--- config.mk ---
export PLATFORM = sky130hd
export DESIGN_NAME = ama_riscv_fetch_buffer
export DESIGN_NICKNAME = d
export VERILOG_FILES = /design/src/rtl/ama_riscv_fetch_buffer_pkg.sv /design/src/rtl/ama_riscv_fb_fifo.sv /design/src/rtl/ama_riscv_fetch_buffer.sv
export SDC_FILE = /design/constraint.sdc
export NUM_CORES = 1
export LEC_CHECK = 0
export CELL_PAD_IN_SITES_DETAIL_PLACEMENT = 2
export CELL_PAD_IN_SITES_GLOBAL_PLACEMENT = 2
export CORE_MARGIN = 3
export CORE_UTILIZATION = 41
export CTS_CLUSTER_DIAMETER = 40
export DETAILED_ROUTE_END_ITERATION = 7
export PLACE_DENSITY = 0.88
export SLEW_MARGIN = 20
export SYNTH_ARGS = -nofsm -noshare
export SYNTH_HDL_FRONTEND = slang
export SYNTH_SLANG_ARGS = --single-unit
--- constraint.sdc ---
create_clock -name clk -period 3.9 [get_ports clk]
set_clock_uncertainty 0.15 [all_clocks]
set_input_delay 0.975 -clock clk [delete_from_list [all_inputs] [get_ports clk]]
set_output_delay 0.975 -clock clk [all_outputs]
set_load 0.05 [all_outputs]
--- src/rtl/ama_riscv_fetch_buffer_pkg.sv ---
// ============================================================================
// Module      : ama_riscv_fetch_buffer_pkg
// Description : Shared constants and the packed queue-entry type used by the
//               instruction fetch buffer.
// Revision    : 1.0 - initial release
// ============================================================================
`default_nettype none

`ifndef NOP
`define NOP 32'h0000_0013
`endif

package ama_riscv_fetch_buffer_pkg;

    localparam logic [31:0] C_NOP_INST = `NOP;
    localparam int          FB_DEPTH   = 4;

    typedef struct packed {
        logic [31:0] pc;
        logic [31:0] inst;
    } fb_entry_t;

    function automatic logic [31:0] word_align(input logic [31:0] pc);
        return pc & 32'hFFFF_FFFC;
    endfunction

endpackage

`default_nettype wire

--- src/rtl/ama_riscv_fb_fifo.sv ---
// ============================================================================
// Module      : ama_riscv_fb_fifo
// Description : Synchronous FIFO of {pc,inst} entries with push, pop, flush
//               and an occupancy count; head is presented combinationally.
// Revision    : 1.0 - initial release
// ============================================================================
`default_nettype none

module ama_riscv_fb_fifo
    import ama_riscv_fetch_buffer_pkg::*;
#(
    parameter  int DEPTH = FB_DEPTH,
    localparam int PW    = $clog2(DEPTH),
    localparam int CW    = PW + 1
) (
    input  logic          clk,
    input  logic          rst,
    input  logic          flush_i,
    input  logic          push_i,
    input  logic [63:0]   push_data_i,
    input  logic          pop_i,
    output logic [63:0]   head_o,
    output logic [CW-1:0] count_o,
    output logic          empty_o
);

    localparam logic [CW-1:0] C_FULL = CW'(DEPTH);

    logic [63:0]   mem_q [DEPTH];
    logic [PW-1:0] wr_ptr_q, wr_ptr_d;
    logic [PW-1:0] rd_ptr_q, rd_ptr_d;
    logic [CW-1:0] count_q, count_d;
    logic          w_do_push;
    logic          w_do_pop;

    assign empty_o   = (count_q == '0);
    assign w_do_push = push_i && !flush_i;
    assign w_do_pop  = pop_i && !flush_i && !empty_o;

    always_comb begin
        wr_ptr_d = wr_ptr_q;
        rd_ptr_d = rd_ptr_q;
        count_d  = count_q;
        if (flush_i) begin
            // Pointers are left where the writer is, so the queue is empty
            // without having to rewind anything.
            rd_ptr_d = wr_ptr_q;
            count_d  = '0;
        end else begin
            if (w_do_push) begin
                wr_ptr_d = wr_ptr_q + PW'(1);
            end
            if (w_do_pop) begin
                rd_ptr_d = rd_ptr_q + PW'(1);
            end
            if (w_do_push && !w_do_pop) begin
                count_d = count_q + CW'(1);
            end else if (!w_do_push && w_do_pop) begin
                count_d = count_q - CW'(1);
            end
        end
    end

    always_ff @(posedge clk or negedge rst) begin
        if (!rst) begin
            wr_ptr_q <= '0;
            rd_ptr_q <= '0;
            count_q  <= '0;
        end else begin
            wr_ptr_q <= wr_ptr_d;
            rd_ptr_q <= rd_ptr_d;
            count_q  <= count_d;
        end
    end

    always_ff @(posedge clk) begin
        if (w_do_push) begin
            mem_q[wr_ptr_q] <= push_data_i;
        end
    end

    assign head_o  = mem_q[rd_ptr_q];
    assign count_o = count_q;

    a_no_overflow: assert property (@(posedge clk) disable iff (!rst)
        !(w_do_push && !w_do_pop && (count_q == C_FULL)));

endmodule

`default_nettype wire

--- src/rtl/ama_riscv_fetch_buffer.sv ---
// ============================================================================
// Module      : ama_riscv_fetch_buffer
// Description : Instruction prefetch queue between the IMEM read port and ID.
//               Optional same-cycle bypass of IMEM data when the queue is
//               empty is enabled by defining AMA_FB_BYPASS_EN.
// Revision    : 1.0 - initial release
// ============================================================================
`default_nettype none

module ama_riscv_fetch_buffer
    import ama_riscv_fetch_buffer_pkg::*;
#(
    parameter int          DEPTH    = FB_DEPTH,
    parameter logic [31:0] RESET_PC = 32'h0000_0000,
    parameter int          IMEM_AW  = 14
) (
    input  logic               clk,
    input  logic               rst,
    input  logic               redirect,
    input  logic [31:0]        redirect_pc,
    output logic               imem_en,
    output logic [IMEM_AW-1:0] imem_addr,
    input  logic [31:0]        imem_rdata,
    output logic               id_valid,
    input  logic               id_ready,
    output logic [31:0]        id_inst,
    output logic [31:0]        id_pc
);

    localparam int            CW      = $clog2(DEPTH) + 1;
    localparam logic [CW:0]   C_DEPTH = (CW + 1)'(DEPTH);

    logic [31:0]   fetch_pc_q, fetch_pc_d;
    logic [31:0]   pc_q, pc_d;
    logic          inflight_q, inflight_d;
    logic          drop_q, drop_d;

    logic [31:0]   w_issue_pc;
    logic [CW:0]   w_occupancy;
    logic          w_rsp_valid;
    logic          w_bypass;
    logic          w_push;
    logic          w_pop;
    logic [CW-1:0] w_count;
    logic          w_fifo_empty;
    fb_entry_t     w_push_entry;
    fb_entry_t     w_head;

    // Outstanding words (queued plus in flight) bound issue, so a response
    // always finds a free slot.
    assign w_occupancy = {1'b0, w_count} + {{CW{1'b0}}, inflight_q};
    assign imem_en     = rst && (redirect || (w_occupancy < C_DEPTH));
    assign w_issue_pc  = redirect ? word_align(redirect_pc) : fetch_pc_q;
    assign imem_addr   = w_issue_pc[IMEM_AW+1:2];

    // The response landing in a redirect cycle belongs to the old stream.
    assign w_rsp_valid = inflight_q && !drop_q && !redirect;

`ifdef AMA_FB_BYPASS_EN
    assign w_bypass = w_rsp_valid && w_fifo_empty;
`else
    assign w_bypass = 1'b0;
`endif

    assign w_push       = w_rsp_valid && !(w_bypass && id_ready);
    assign w_pop        = id_ready && !w_fifo_empty && !redirect;
    assign w_push_entry = '{pc: pc_q, inst: imem_rdata};
    assign id_valid     = !w_fifo_empty || w_bypass;

    always_comb begin
        id_inst = C_NOP_INST;
        id_pc   = 32'h0000_0000;
`ifdef AMA_FB_BYPASS_EN
        if (w_bypass) begin
            id_inst = imem_rdata;
            id_pc   = pc_q;
        end else if (!w_fifo_empty) begin
            id_inst = w_head.inst;
            id_pc   = w_head.pc;
        end
`else
        if (!w_fifo_empty) begin
            id_inst = w_head.inst;
            id_pc   = w_head.pc;
        end
`endif
    end

    always_comb begin
        fetch_pc_d = fetch_pc_q;
        pc_d       = pc_q;
        inflight_d = imem_en;
        drop_d     = drop_q;
        if (imem_en) begin
            fetch_pc_d = w_issue_pc + 32'd4;
            pc_d       = w_issue_pc;
        end
        // The request issued alongside a redirect is the new target: keep it.
        if (redirect) begin
            drop_d = 1'b0;
        end
    end

    always_ff @(posedge clk or negedge rst) begin
        if (!rst) begin
            fetch_pc_q <= RESET_PC;
            pc_q       <= 32'h0000_0000;
            inflight_q <= 1'b0;
            drop_q     <= 1'b0;
        end else begin
            fetch_pc_q <= fetch_pc_d;
            pc_q       <= pc_d;
            inflight_q <= inflight_d;
            drop_q     <= drop_d;
        end
    end

    ama_riscv_fb_fifo #(
        .DEPTH (DEPTH)
    ) u_fifo (
        .clk         (clk),
        .rst         (rst),
        .flush_i     (redirect),
        .push_i      (w_push),
        .push_data_i (w_push_entry),
        .pop_i       (w_pop),
        .head_o      (w_head),
        .count_o     (w_count),
        .empty_o     (w_fifo_empty)
    );

endmodule

`default_nettype wire

==> results.md, run 1 <==
* Max-cap violations at 0
* Synth Flop Type: edfxtp_1
* First-pass GRT wire length at 58.1 mm
* Comb power frac at 0.374
* Fin Setup TNS at 0 ns
* Num CTS Buffers at 46
* Gr usage total at 0.212
* Final net count at ~1,100
* Pwr Total at 0.0142 W
* Commonest non-fill, non-tap cell in the layout: edfxtp_1
* Clock Power Share at 0.295
* Syn_area_per_cell at 15.8 sq um
* Chip height at 188 um
* RSZ-0062 raised after global routing: false
* Final WL at between 30 and 40 mm
* Global placement routability congestion at 0.795
* Initial Util at 0.417
* Routed Antenna Nets at 0
* Fmax at about 0.27 GHz
* Final setup viols at 0
* Setup Buffers After CTS at 0
* Net Sw Frac at 0.384
* Max Root-Sink Buffers at 3
* Skew-Pair Late Insertion Delay at 0.54 ns
* Synthesized area at ~14,000 sq um
* Final Cycle Share at 0.965
* DRT iter0 DRCs at ~600
* CP max stage delay at 0.73 ns
* WP data arrival at 2.64 ns
* Largest net degree at the start of global routing at slightly below 70
* Synth cell types at 65
* H-tree levels at 2
* WS Path Type: reg -> out
* Crit-path max FO at 10
* Core area at 32,700 sq um
* Critical Path RT at roughly 2.8 ns
* Seq pwr share at 0.331
* DP Wirelength at between 20 and 25 mm
* Clock root cell: clkbuf_16
* CTS Hold Bufs at 0
* Worst Tran Pin Value at 0.704 ns
* Vias in the first global route at 9,275
* Count of state elements after synthesis at approximately 320
* I/O pins at 148
* Routed via count at roughly 8,100
* Core Rows at 66
* Cell count after synthesis at around 860
* Minimum clock period after layout at about 3.8 ns
* DRT Pass-1 Iters at 5
* Post-route DRC at 0
* Status: finished, final reports clean
* PortBufs at ~140
* Total grt overflow at 0
* Filler instances at 3,034
* Sink Count at between 300 and 400
* Ys Warns at 0
* Final Util at 0.523
* Leakage at 6.13 nW
* Max IR drop VDD at 0.390 mV
* Post-DR wirelength/cell at between 20 and 25 um
* Slowest-stage cell, CP: clkdlybuf4s50_1
* CP Capture Type: output port
* Net switching component of the power at 0.00546 W
* Buf/Inv on CP at 1
* Final Max Tran Viols at 0
* CTS tree: done
* Vias per cell at ~5.4
* Number of enable flip-flop cells after synthesis at 248
* Internal cell power at between 0.008 and 0.009 W
* Yosys top cell area share at 0.546
* Area contributors post-synth: edfxtp_1, dfrtp_1, mux4_2, and2_1, nand2_1
* CP top delay family: buffers and inverters
* # resized after CTS at 0
* Hold Vio Cnt, Final at 0
* Area added between synthesis and finish at 25.4%
* Type of the worst min-delay path: reg -> reg
* Most frequent cells in the layout: edfxtp_1, buf_4, nand2_1
* Width of the die at approximately 190 um
* CP Launch Type: flop
* Seq/Total Area, Yosys at 0.671
* FFs w/ async S/R, synth at 0.215
* Die Footprint at 35,500 sq um
* Pwr/cell area at between 800 and 900 nW/um^2
* Top cell type by total area after synthesis: edfxtp_1
* Max_slew headroom at 0.530
* Clock slew at reported path FFs at approximately 0.06 ns
* Antenna diodes at 0
* Initial antenna violation count at 0
* Share of layout cells above drive strength 1 at 0.267
* CP cell instances: mux4_2, or2_2, clkdlybuf4s50_1
## worst reg2reg max path, stage by stage, from the launching register on
cell,delay [ns]
dfrtp_1,0.41
nor3_1,0.09
buf_4,0.16
inv_2,0.34
buf_12,0.26
nand2_1,0.20
and2_1,0.20
fa_1,0.37
nand3b_1,0.16
o21ai_0,0.13
xnor2_1,0.16
nor2_1,0.07
## final timing paths
path / from / slack (ns) / cells past startpoint / end
max in group asynchronous: rst / 2.18 / 3 / u_fifo.rd_ptr_q[0]
worst min register to register: fetch_pc_q[31] / 0.34 / 2 / fetch_pc_q[31]
min in group asynchronous: rst / 0.40 / 2 / fetch_pc_q[17]
worst max register to register: u_fifo.count_o[2] / 1.08 / 11 / u_fifo.count_o[2]
worst min-delay path: fetch_pc_q[31] / 0.34 / 2 / fetch_pc_q[31]
worst max-delay path: u_fifo.rd_ptr_q[0] / 0.13 / 3 / id_inst[4]
## Yosys cell counts (14+ instances only)
cell and n:
a21oi_1 14, and2_1 67, buf_4 18, clkbuf_1 25
dfrtp_1 68, edfxtp_1 248, inv_1 18, mux2i_1 24
mux4_2 62, nand2_1 68, nor2_1 15, nor3_1 15
o21ai_0 48, xnor2_1 25
## metrics by stage
step | setup WS (ns) | cells | area, sq um | hold slack [ns]
after detailed placement | 0.307 | 1417 | 15500 | 0.334
after floorplan | 0.394 | 862 | 13700 | 0.305
after global routing | 0.0453 | 1501 | 17100 | 0.386
final | 0.135 | 1501 | 17100 | 0.345
after global placement | 0.309 | 1417 | 15500 | 0.317
after CTS | 0.0898 | 1501 | 17100 | 0.346
## metal layers
layer  global-route usage  vias to the layer above  share of wire  routed length, um
li1                     -                     3593              -                  -
met1                0.279                     4299           0.42              15600
met2                0.373                      205           0.52              19300
met3               0.0355                       49          0.045               1670
met4               0.0478                        0          0.018                684
met5                    0                        -              0                  0
## area by class of cell
class                      count  area [sq um]  area share
clock inverter                32           370      0.0216
tap                          442           553      0.0323
clock buffer                  52          1190      0.0698
inverter                      20          75.1     0.00439
timing repair buffer         173          1640      0.0957
multi-input combinational    466          4120       0.241
sequential                   316          9150       0.535
## sequential cells by signal, summed over array words and instances (netlist names)
name / cells
u_fifo.count_o: 3
u_fifo.wr_ptr_q: 2
inflight_q: 1
u_fifo.mem_q: 248
u_fifo.rd_ptr_q: 2
fetch_pc_q: 30
pc_q: 30
## power groups by stage
stage          clock network (W)  registers, W  logic (W)
2_1_floorplan                  0       0.00456    0.00373
3_3_place_gp                   0       0.00467    0.00522
5_1_grt                  0.00445       0.00479    0.00565
6_report                 0.00419       0.00472    0.00533
3_5_place_dp                   0       0.00476    0.00538
4_1_cts                  0.00428       0.00472    0.00542
## logic make-up (layout without fill, tap and decap cells)
family          after synthesis  count (layout)  share of synthesized area
xor+xnor                     31              31                     0.0199
compound gates              104             104                     0.0492
buf+inv                      80             277                     0.0290
simple gates                234             234                      0.103
other cells                   1               2                   0.000275
mux                          89              89                      0.122
fa+ha+maj                     6               6                    0.00605
flops                       316             316                      0.671
No activity file was read; power rests on OpenSTA's default activity.
==> run 2, diff against run 1 <==
--- a/config.mk
+++ b/config.mk
@@ -10,6 +10,7 @@
 export CORE_MARGIN = 3
 export CORE_UTILIZATION = 41
 export CTS_CLUSTER_DIAMETER = 40
+export CTS_CLUSTER_SIZE = 24
 export DETAILED_ROUTE_END_ITERATION = 7
 export PLACE_DENSITY = 0.88
 export SLEW_MARGIN = 20
==> run 2 against run 1 <==
- critical path depth unchanged
- setup slack worse by 0.0099 ns
- combinational power hardly changed
- final area decreased by 0.25%
- die area is the same
- core utilization down 0.13 points
- hold slack worse by 0.00086 ns
- register-to-register slack hardly changed
- via count about the same
- sequential share of layout area increased by 0.13 points
- sequential power barely moved
- largest power group unchanged
- highest routed layer unchanged
==> results.md, run 2 (synthesized netlist as in run 1, its figures left out) <==
* Status: finished, final reports clean
* Global placement routability congestion at 0.795
* Place WS at between 0.3 and 0.4 ns
* Max-cap violations at 0
* Worst R2R Setup Slack at about 1.1 ns
* Most flops, register: u_fifo.mem_q
* Core area at roughly 33,000 sq um
* DRT Pass-1 Iters at 5
* CTS tree: done
* Total grt overflow at 0
* Max IR drop VDD at approximately 0.40 mV
* Number of flip-flops in the largest register at 248
* CTS Hold Bufs at 0
* Largest net degree at the start of global routing at between 60 and 70
* Routed via count at between 8,000 and 9,000
* Final Cycle Share at 0.968
* PortBufs at approximately 140
* Initial Util at 0.417
* Worst Tran Pin Value at around 0.68 ns
* Met1 usage at 0.269
* CP Launch Type: flop
* Vias in the first global route at ~9,300
* RSZ-0062 raised after global routing: false
* DRT iter0 DRCs at between 500 and 600
* Sink Count at approximately 320
* Clock root cell: clkbuf_16
* Most frequent cells in the layout: edfxtp_1, buf_4, nand2_1
* Max Root-Sink Buffers at 3
* Minimum clock period after layout at 3.77 ns
* WP data arrival at around 2.7 ns
* WS Path Type: reg -> out
* Vias per cell at around 5.4
* Filler instances at 3,047
* Crit-path max FO at 10
* Max_slew headroom at 0.550
* Width of the die at ~190 um
* Post-DR wirelength/cell at ~24 um
* Hold path startpoint: fetch_pc_q[31]
* Final WL at between 30 and 40 mm
* Pwr/cell area at 825 nW/um^2
* GR Layer Usage met3 at 0.0340
* Initial antenna violation count at 0
* Core Rows at 66
* Leakage at just over 6 nW
* Skew-Pair Late Insertion Delay at roughly 0.54 ns
* Post-route DRC at 0
* Hold Vio Cnt, Final at 0
* Final setup viols at 0
* Setup WS post-layout at 0.125 ns
* Final Util at 0.522
* Fmax at approximately 0.26 GHz
* Worst reg2reg endpoint: u_fifo.count_o[2]
* Chip height at ~190 um
* Commonest non-fill, non-tap cell in the layout: edfxtp_1
* Worst R2R Start: u_fifo.count_o[2]
* Antenna diodes at 0
* Final net count at 1,096
* First-pass GRT wire length at around 57 mm
* Share of layout cells above drive strength 1 at 0.268
* Reg2Reg Depth at 11
* Critical Path RT at 2.77 ns
* Fin Setup TNS at 0 ns
* Gr usage total at 0.210
* Type of the worst min-delay path: reg -> reg
* Hold path cells at 2
* Routed Antenna Nets at 0
* # resized after CTS at 0
* Hold Path End: fetch_pc_q[31]
* Most used routing layer: met2
* DP Wirelength at 23.9 mm
* Biggest regs: u_fifo.mem_q: 248 flops, fetch_pc_q: 30 flops, pc_q: 30 flops
* Area added between synthesis and finish at 25.1%
* CP Capture Type: output port
* I/O pins at 148
* Num CTS Buffers at between 40 and 50
* Clock slew at reported path FFs at 0.06 ns
* H-tree levels at 2
* Die Footprint at ~36,000 sq um
* Met2 usage at 0.374
* Final Max Tran Viols at 0
* Setup Buffers After CTS at 0
-- run 2: cell types whose count changed in the layout (fill, tap and decap cells not counted) --
cell,delta
bufinv_16,-2
clkinv_1,-2
inv_16,+1
clkinvlp_4,+3
clkinv_2,-1
clkinv_8,+2
clkinv_4,-1
clkbuf_16,-2
inv_8,-2
clkbuf_8,+2
inv_6,+1
-- run 2: where the power goes --
| part | switching, W | internal [W] |
|---|---|---|
| registers | 0.000408 | 0.00430 |
| logic | 0.00343 | 0.00190 |
| clock network | 0.00162 | 0.00243 |
| total | 0.00546 | 0.00862 |
-- run 2: worst max-delay path by stage --
stage                     cells after the start                  to               start
after floorplan                               7  u_fifo.mem_q[0][0]            redirect
after CTS                                     3          id_inst[4]  u_fifo.rd_ptr_q[0]
after global placement                        9      fetch_pc_q[22]      redirect_pc[3]
after detailed placement                      9      fetch_pc_q[24]      redirect_pc[3]
final                                         3          id_inst[4]  u_fifo.rd_ptr_q[0]
after global routing                          3          id_inst[4]  u_fifo.rd_ptr_q[0]
-- run 2: through the flow --
| step | instances | hold WS [ns] | area (sq um) | total power, W |
|---|---|---|---|---|
| after floorplan | 862 | 0.305 | 13700 | 0.00828 |
| after global placement | 1417 | 0.317 | 15500 | 0.00989 |
| after detailed placement | 1417 | 0.334 | 15500 | 0.0101 |
| after CTS | 1500 | 0.347 | 17100 | 0.0143 |
| after global routing | 1500 | 0.386 | 17100 | 0.0147 |
| final | 1500 | 0.344 | 17100 | 0.0141 |
-- run 2: worst max-delay path: stages (launching register included) --
cell and delay (ns):
dfrtp_4 0.55, mux4_2 0.53, or2_2 0.30, clkdlybuf4s50_1 0.73
-- run 2: final cells by class --
type / count / area (sq um) / share of cell area
Inverter: 20 / 75.1 / 0.00440
Clock inverter: 31 / 350 / 0.0205
Tap cell: 442 / 553 / 0.0324
Clock buffer: 52 / 1170 / 0.0687
Multi-Input combinational cell: 466 / 4120 / 0.242
Sequential cell: 316 / 9150 / 0.536
Timing Repair Buffer: 173 / 1640 / 0.0959
-- run 2: routing by layer --
| metal | routed length (um) | up-vias | part of all wire |
|---|---|---|---|
| met5 | 0 | - | 0 |
| met4 | 648 | 0 | 0.018 |
| met3 | 1410 | 38 | 0.039 |
| met2 | 19100 | 189 | 0.52 |
| met1 | 15400 | 4335 | 0.42 |
| li1 | - | 3583 | - |
==> run 3, diff against run 2 <==
--- a/config.mk
+++ b/config.mk
@@ -5,14 +5,14 @@
 export SDC_FILE = /design/constraint.sdc
 export NUM_CORES = 1
 export LEC_CHECK = 0
-export CELL_PAD_IN_SITES_DETAIL_PLACEMENT = 2
-export CELL_PAD_IN_SITES_GLOBAL_PLACEMENT = 2
+export CELL_PAD_IN_SITES_DETAIL_PLACEMENT = 1
+export CELL_PAD_IN_SITES_GLOBAL_PLACEMENT = 1
 export CORE_MARGIN = 3
-export CORE_UTILIZATION = 41
+export CORE_UTILIZATION = 48
 export CTS_CLUSTER_DIAMETER = 40
 export CTS_CLUSTER_SIZE = 24
 export DETAILED_ROUTE_END_ITERATION = 7
-export PLACE_DENSITY = 0.88
+export PLACE_DENSITY = 0.89
 export SLEW_MARGIN = 20
 export SYNTH_ARGS = -nofsm -noshare
 export SYNTH_HDL_FRONTEND = slang
==> run 3 against run 2 <==
- register-to-register slack better by 0.09 ns
- core utilization rose by 7.7 points
- largest cell class unchanged
- global-route usage grew 0.11 points
- count of clock-buffer cells in the layout is 8 lower
- combinational power shrank 3%
==> results.md, run 3 (synthesized netlist as in run 1, its figures left out) <==
* Global placement routability congestion at ~0.81
* I/O pins at 148
* Internal cell power at 0.00820 W
* Max Root-Sink Buffers at 3
* Final Max Tran Viols at 0
* Worst R2R Start: u_fifo.count_o[2]
* Number of flip-flops in the largest register at 248
* Num CTS Buffers at 38
* Clock slew at reported path FFs at 0.06 ns
* Final WL at around 32 mm
* Post-DR wirelength/cell at about 22 um
* Most frequent cells in the layout: edfxtp_1, buf_4, nand2_1
* Fmax at 0.270 GHz
* Leakage at around 6.0 nW
* Clock Power Share at 0.266
* CP Launch Type: flop
* First-pass GRT wire length at just over 50 mm
* Core area at roughly 28,000 sq um
* Minimum clock period after layout at 3.70 ns
* Max_slew headroom at 0.342
* Seq pwr share at 0.348
* Type of the worst min-delay path: reg -> reg
* Final net count at approximately 1,100
* Crit. Startpoint: u_fifo.rd_ptr_q[0]
* Sink Count at ~320
* Die Footprint at 30,500 sq um
* Pwr Total at between 0.01 and 0.015 W
* Final setup viols at 0
* Area added between synthesis and finish at 22.6%
* Net Sw Frac at 0.388
* WP data arrival at 2.57 ns
* Gr usage total at 0.211
* Clock root cell: clkbuf_16
* # resized after CTS at 0
* Antenna diodes at 0
* Vias in the first global route at between 8,000 and 9,000
* Routed via count at about 7,900
* Hold path startpoint: fetch_pc_q[28]
* Biggest regs: u_fifo.mem_q: 248 flops, fetch_pc_q: 30 flops, pc_q: 30 flops
* CTS tree: done
* Comb power frac at 0.386
* Max IR drop VDD at 0.426 mV
* Routed Antenna Nets at 0
* Vias per cell at 5.52
* Pwr/cell area at 801 nW/um^2
* DRT Pass-1 Iters at 5
* Post-route DRC at 0
* CP Capture Type: output port
* Setup Buffers After CTS at 0
* Skew-Pair Late Insertion Delay at around 0.54 ns
* Final Cycle Share at 0.948
* WS Path Type: reg -> out
* Commonest non-fill, non-tap cell in the layout: edfxtp_1
* Fin Setup TNS at 0 ns
* Chip height at 175 um
* CTS Hold Bufs at 0
* PortBufs at around 140
* Initial Util at 0.488
* Net switching component of the power at 0.00519 W
* Most flops, register: u_fifo.mem_q
* Total grt overflow at 0
* Initial antenna violation count at 0
* Status: finished, final reports clean
* Width of the die at roughly 170 um
* Critical Path RT at 2.77 ns
* Largest net degree at the start of global routing at 70
* Core Rows at a little over 60
* Worst Tran Pin Value at around 0.99 ns
* Crit-path max FO at 8
* Max-cap violations at 0
* RSZ-0062 raised after global routing: false
* DRT iter0 DRCs at approximately 660
* Hold Vio Cnt, Final at 0
* Hold Slack at roughly 0.36 ns
* DP Wirelength at around 21 mm
* Share of layout cells above drive strength 1 at 0.265
* H-tree levels at 2
==> run 3: layout make-up <==
| cell class | instances | area [sq um] |
|---|---|---|
| Fill cell | 2614 | 11200 |
| Inverter | 20 | 75.1 |
| Clock inverter | 26 | 298 |
| Tap cell | 378 | 473 |
| Sequential cell | 316 | 9150 |
| Timing Repair Buffer | 176 | 1600 |
| Multi-Input combinational cell | 466 | 4130 |
| Clock buffer | 44 | 1000 |
==> run 3: stage by stage <==
step	utilization	cell area (sq um)	setup WS [ns]	cells
global route	0.599	16700	0.104	1426
detailed placement	0.552	15400	0.286	1356
global placement	0.552	15400	0.374	1356
floorplan	-	13700	0.394	862
finish	0.599	16700	0.202	1426
CTS	0.599	16700	0.0682	1426
==> run 3: per-layer routing <==
layer,share of wire,vias up,track usage
met1,0.42,4030,0.281
met2,0.51,218,0.369
li1,-,3580,-
met3,0.049,46,0.0317
met5,0,-,0
met4,0.018,0,0.0509
==> run 3: path summary, 6_finish.rpt <==
path                       cells after the start            endpoint  slack [ns]
setup / recovery                               3          id_inst[1]        0.20
hold reg to reg                                2      fetch_pc_q[28]        0.36
setup reg to reg                              10   u_fifo.count_o[2]        1.18
min in group asynchronous                      2      fetch_pc_q[29]        0.62
max in group asynchronous                      2  u_fifo.rd_ptr_q[0]        2.22
hold / removal                                 2      fetch_pc_q[28]        0.36
==> run 3: power groups by stage <==
| stage | combinational, W | sequential (W) | clock (W) |
|---|---|---|---|
| final | 0.00517 | 0.00467 | 0.00356 |
| after global routing | 0.00549 | 0.00474 | 0.00378 |
| after CTS | 0.00526 | 0.00467 | 0.00363 |
| after detailed placement | 0.00523 | 0.00473 | 0 |
| after global placement | 0.00511 | 0.00466 | 0 |
| after floorplan | 0.00373 | 0.00456 | 0 |
==> run 3: worst max-delay path: stages (launching register included) <==
cell and delay [ns]:
dfrtp_4 0.52, mux4_2 0.52, or2_2 0.31, clkdlybuf4s50_1 0.71
